[src/rtl/switch_debounce_sync.sv]
// Two-flop synchroniser and per-vector stability debouncer for the slide switches, with a valid/ack change event.
// Optional macro DEBOUNCE_RISE_MASK_EN adds evt_rise, the accumulated 0->1 bits since the last acknowledge.
module switch_debounce_sync #(
    parameter int WIDTH         = 8,
    parameter int STABLE_CYCLES = 500000
) (
    input  logic             clk,
    input  logic             rst_n,
    input  logic [WIDTH-1:0] sw_in,
    output logic [WIDTH-1:0] sw_db,
    output logic             evt_valid,
    output logic [WIDTH-1:0] evt_data,
    input  logic             evt_ack,
    output logic             evt_overrun
`ifdef DEBOUNCE_RISE_MASK_EN
    ,
    output logic [WIDTH-1:0] evt_rise
`endif
);

    localparam int CNT_W = $clog2(STABLE_CYCLES + 1);
    localparam logic [CNT_W-1:0] CNT_LAST = CNT_W'(STABLE_CYCLES - 1);

    logic [WIDTH-1:0] s1_q, s1_d;
    logic [WIDTH-1:0] s2_q, s2_d;
    logic [WIDTH-1:0] cand_q, cand_d;
    logic [CNT_W-1:0] cnt_q, cnt_d;
    logic [WIDTH-1:0] sw_db_q, sw_db_d;
    logic             evt_valid_q, evt_valid_d;
    logic [WIDTH-1:0] evt_data_q, evt_data_d;
    logic             evt_overrun_q, evt_overrun_d;
    logic             accept;
    logic             ack_hit;

    // Debounce: any change of the synchronised vector restarts the count; a
    // candidate equal to sw_db is not counted at all.
    always_comb begin
        s1_d    = sw_in;
        s2_d    = s1_q;
        cand_d  = cand_q;
        cnt_d   = cnt_q;
        sw_db_d = sw_db_q;
        accept  = 1'b0;
        if (s2_q != cand_q) begin
            cand_d = s2_q;
            cnt_d  = '0;
        end else if (cand_q != sw_db_q) begin
            if (cnt_q == CNT_LAST) begin
                sw_db_d = cand_q;
                cnt_d   = '0;
                accept  = 1'b1;
            end else begin
                cnt_d = cnt_q + CNT_W'(1);
            end
        end else begin
            cnt_d = '0;
        end
    end

    // Event handshake: evt_valid holds with evt_data until a cycle where
    // evt_ack=1 while evt_valid=1; an accept in that same cycle re-arms the
    // event with the new value instead of counting as an overrun.
    assign ack_hit = evt_valid_q & evt_ack;

    always_comb begin
        evt_valid_d   = evt_valid_q;
        evt_data_d    = evt_data_q;
        evt_overrun_d = evt_overrun_q;
        if (accept) begin
            evt_valid_d = 1'b1;
            evt_data_d  = sw_db_d;
            if (evt_valid_q && !evt_ack) begin
                evt_overrun_d = 1'b1;
            end else if (ack_hit) begin
                evt_overrun_d = 1'b0;
            end
        end else if (ack_hit) begin
            evt_valid_d   = 1'b0;
            evt_overrun_d = 1'b0;
        end
    end

    always_ff @(posedge clk or negedge rst_n) begin
        if (!rst_n) begin
            s1_q          <= '0;
            s2_q          <= '0;
            cand_q        <= '0;
            cnt_q         <= '0;
            sw_db_q       <= '0;
            evt_valid_q   <= 1'b0;
            evt_data_q    <= '0;
            evt_overrun_q <= 1'b0;
        end else begin
            s1_q          <= s1_d;
            s2_q          <= s2_d;
            cand_q        <= cand_d;
            cnt_q         <= cnt_d;
            sw_db_q       <= sw_db_d;
            evt_valid_q   <= evt_valid_d;
            evt_data_q    <= evt_data_d;
            evt_overrun_q <= evt_overrun_d;
        end
    end

    assign sw_db       = sw_db_q;
    assign evt_valid   = evt_valid_q;
    assign evt_data    = evt_data_q;
    assign evt_overrun = evt_overrun_q;

`ifdef DEBOUNCE_RISE_MASK_EN
    logic [WIDTH-1:0] evt_rise_q, evt_rise_d;
    logic [WIDTH-1:0] rise_bits;

    always_comb begin
        rise_bits  = sw_db_d & ~sw_db_q;
        evt_rise_d = evt_rise_q;
        if (accept) begin
            evt_rise_d = ack_hit ? rise_bits : (evt_rise_q | rise_bits);
        end else if (ack_hit) begin
            evt_rise_d = '0;
        end
    end

    always_ff @(posedge clk or negedge rst_n) begin
        if (!rst_n) begin
            evt_rise_q <= '0;
        end else begin
            evt_rise_q <= evt_rise_d;
        end
    end

    assign evt_rise = evt_rise_q;
`endif

endmodule

[config.mk]
export PLATFORM = sky130hd
export DESIGN_NAME = switch_debounce_sync
export DESIGN_NICKNAME = d
export VERILOG_FILES = /design/src/rtl/switch_debounce_sync.sv
export SDC_FILE = /design/constraint.sdc
export NUM_CORES = 1
export LEC_CHECK = 0
export ABC_AREA = 1
export BUFFER_PORTS_ARGS = -buffer_cell sky130_fd_sc_hd__buf_2
export CAP_MARGIN = 20
export CORE_MARGIN = 10
export CORE_UTILIZATION = 36
export DETAILED_ROUTE_END_ITERATION = 10
export PLACE_DENSITY_LB_ADDON = 0.15
export SLEW_MARGIN = 20
export SYNTH_ARGS = -nofsm -noshare
export SYNTH_HDL_FRONTEND = slang
export SYNTH_SLANG_ARGS = --single-unit
[constraint.sdc]
create_clock -name clk -period 1.5 [get_ports clk]
set_input_delay 0.15 -clock clk [delete_from_list [all_inputs] [get_ports clk]]
set_output_delay 0.15 -clock clk [all_outputs]
set_load 0.05 [all_outputs]
==> flow_summary_export.csv <==
group,metric,value,unit
routing,viasPerCell,4.31,
routing,vias,2122,
cts,clkLatencyLatePin,0.34,ns
critical_path,cp.arrival,1.85,ns
timing,fin_crit_sh,106,%
critical_path,path_cells,"xor2_1 > nor2_2 > nand2_2 > nor2_4 > buf_4 > buf_12 > nand3_4 > nor3_2",
cts,cts_buffers,9,
global_routing,track_usage,11.2,%
cells_and_area,num_antenna_cells,0,
die,dieArea,11300,µm²
timing,max_freq,630,MHz
global_routing,grt_overflow,0,
critical_path,cp-end-kind,"register",
cells_and_area,multiInputGateArea,1080,µm²
placed_design,dp_cells,458,
cts,clkTransAtPathRegs,0.08,ns
cells_and_area,area_growth,37.8,%
critical_path,critPathTopFamily,"simple AND/OR/NAND/NOR gates",
die,start_util,37.0,%
routing,drc_errors,0,
timing,tightestPinTransition,0.327,ns
timing,rsz0062_at_grt,"true",
routing,postRouteAntennaNets,0,
placed_design,io_buffers,28,
routing,drt_iter0_drc,70,
critical_path,endpoint,"cnt_q[6]",
logic_synthesis,synth.yosys.seq_area_share,57.2,%
critical_path,cp-start-kind,"register",
logic_synthesis,post_synth.cell_area_avg,8.55,µm²
logic_synthesis,syn_inst,312,
cts,clk_path_buf_depth,2,
critical_path,cp_num_cells,8,
critical_path,timing.rr.end,"cnt_q[6]",
timing,setup_viol,34,
power,peakVddDrop,0.480,mV
cells_and_area,drive_gt1_share,33.3,%
cts,cts_tree,"yes",
cells_and_area,nNetsFinal,400,
logic_synthesis,yosys_warnings,0,
critical_path,worst-path-max-fanout,5,
critical_path,crit_type,"reg -> reg",
global_routing,antenna_found_initial,0,
placed_design,hpwl,3960,µm
cts,htreeDepth,3,
job,cap_violations,0,
critical_path,ff2ff_path_depth,8,
critical_path,cp.required,1.76,ns
logic_synthesis,synth_cell_types,27,
cells_and_area,regArea,1540,µm²
cells_and_area,n_fill_cell,694,
timing,period_needed,1.59,ns
critical_path,r2r-start,"cand_q[1]",
global_routing,grt_first_pass_wirelength,10100,µm
placed_design,dp_slack,-0.0932,ns
routing,wire_per_inst,12.3,µm
logic_synthesis,syn_area,2670,µm²
timing,fin_worst_skew,0.00671,ns
critical_path,startpoint,"cand_q[1]",
logic_synthesis,synth-seq-cells,61,
critical_path,path_buf_inv,2,
logic_synthesis,syn_nets,324,
die,rows,31,
cts,clock-sinks,61,
status,violations,"setup timing",
global_routing,grt_pass1_vias,2123,
min_path,min_path_type,"in -> async",
die,dieWidth,106,µm
critical_path,cp_slowest_cell,"dfrtp_1",
timing,fin_setup_tns,-1.34,ns
critical_path,rrSetupSlack,-0.09,ns
timing,slew_headroom,78.2,%
die,core_area,7210,µm²
die,die_h,106,µm
routing,firstDrtPassIters,4,
timing,finalMaxSlewViolations,0,
global_routing,grt_max_degree,62,
die,ios,29,
routing,wl,6040,µm
timing,setup_ws,-0.0884,ns
timing,hold_viol,0,
placed_design,routabilityCongestion,0.753,
status,status,"finished with violations",
power,leakagePower,1.75,nW
cells_and_area,stdcell_count,492,
critical_path,slowest_delay,0.41,ns
power,p_per_area,922,nW/µm²
cts,root_buffer,"clkbuf_8",
==> per-stage QoR <==
step / area (µm²) / hold WS (ns) / util (%) / total power [W]
after CTS: 3530 / 0.342 / 49.0 / 0.00344
after global routing: 3670 / 0.362 / 50.9 / 0.00353
after global placement: 3140 / 0.186 / 43.5 / 0.00186
after detailed placement: 3140 / 0.186 / 43.5 / 0.00186
final: 3670 / 0.351 / 50.9 / 0.00339
after floorplan: 2680 / -0.146 / - / 0.00179
==> where the power goes <==
group | leakage, nW | total, W | internal [W] | switching [W]
Combinational | 0.865 | 0.000152 | 0.0000667 | 0.0000848
Clock | 0.103 | 0.00153 | 0.000793 | 0.000739
Sequential | 0.782 | 0.00170 | 0.00168 | 0.0000256
Total | 1.75 | 0.00339 | 0.00254 | 0.000850
==> worst register-to-register path, delay by kind of cell, from the launching register on <==
| family | cells | cell delay [ns] |
|---|---|---|
| AND/OR/NAND/NOR | 5 | 0.67 |
| flip-flops | 1 | 0.41 |
| buffers and inverters | 2 | 0.26 |
| XOR/XNOR | 1 | 0.16 |
==> registers in the layout, indices dropped and copies added (netlist names), named ones only <==
name and flops:
sw_db 8, evt_data 8, s2_q 8, cnt_q 19, s1_q 8, cand_q 8
evt_valid 1
==> area by class of cell <==
class | instances | share of cell area (%)
multi-input combinational | 196 | 29.5
timing repair buffer | 73 | 14.9
clock inverter | 7 | 2.18
tap | 99 | 3.37
sequential | 61 | 41.8
clock buffer | 9 | 3.37
inverter | 47 | 4.87
==> cell families (layout without fill, tap and decap cells) <==
logic type	count (synthesis)	after routing	share of synthesized area (%)
adders and majority gates	1	1	0.469
buffers and inverters	58	136	8.77
xor gates and xnor gates	11	11	3.61
DFF	61	61	57.2
AOI/OAI and AO/OA	11	11	2.49
and+or+nand+nor	170	173	27.4
==> metal layers <==
metal	part of all wire [%]	vias to the layer above	global-route usage [%]
li1	-	1104	-
met1	48	986	14.2
met2	48	28	17.2
met3	3.7	4	3.56
met4	0.98	0	4.64
met5	0	-	0
==> cell usage after synthesis <==
cell type,count,share of area [%]
nand2_1,92,13
dfrtp_1,61,57
inv_1,46,6.5
nor2_1,44,6.2
nor3_1,12,2.3
clkbuf_1,8,1.1
xor2_1,8,2.6
nand4_1,6,1.4
nand3_1,5,0.94
o21ai_0,5,0.94
nand2_2,3,0.70
xnor2_1,3,0.99
a21oi_1,2,0.38
buf_6,2,0.84
nor2_4,2,0.84
o21ai_2,2,0.66
a31oi_1,1,0.23
buf_2,1,0.19
ha_1,1,0.47
inv_2,1,0.14
nand3_2,1,0.38
nand3_4,1,0.66
nor2_2,1,0.23
nor3_2,1,0.38
nor3b_1,1,0.28
nor4_1,1,0.23
o31ai_1,1,0.28
==> cells in the final DEF, fill, tap and decap left out, types with 2 or more instances in the layout <==
| cell type | Yosys | layout |
|---|---|---|
| dfrtp_1 | 61 | 53 |
| buf_4 | 0 | 30 |
| nor2_2 | 1 | 11 |
| dlygate4sd3_1 | 0 | 10 |
| nand3_4 | 1 | 5 |
| inv_2 | 1 | 2 |
| buf_2 | 1 | 28 |
| nor3_2 | 1 | 11 |
| nand2_2 | 3 | 5 |
| nand4_1 | 6 | 6 |
| dfrtp_2 | 0 | 8 |
| nand2_1 | 92 | 90 |
| nand3_1 | 5 | 4 |
| xor2_1 | 8 | 8 |
| o21ai_0 | 5 | 4 |
| inv_1 | 46 | 44 |
| xnor2_1 | 3 | 3 |
| o21ai_2 | 2 | 2 |
| nor2_1 | 44 | 32 |
| buf_6 | 2 | 2 |
| nor2_4 | 2 | 4 |
| nor3_1 | 12 | 2 |
| buf_12 | 0 | 3 |
| clkbuf_8 | 0 | 9 |
| inv_6 | 0 | 3 |
==> worst min-delay path by stage <==
stage	from	end	slack, ns	cells past startpoint
finish	rst_n	s1_q[5]	0.35	3
detailed placement	rst_n	s1_q[4]	0.19	2
CTS	rst_n	s1_q[4]	0.34	3
global route	s1_q[7]	s2_q[7]	0.36	0
floorplan	rst_n	asynchronous set/reset pin	-0.15	0
global placement	rst_n	s2_q[4]	0.19	2
==> timing repair <==
item	in CTS	in global routing
pin swaps	4	7
gates resized for setup	13	26
gates cloned	1	2
hold buffers	10	0
endpoints found under the setup margin	35	37
hold endpoints to repair	70	0
setup buffers	2	4
Note: power is estimated with default switching activity, not from simulation.
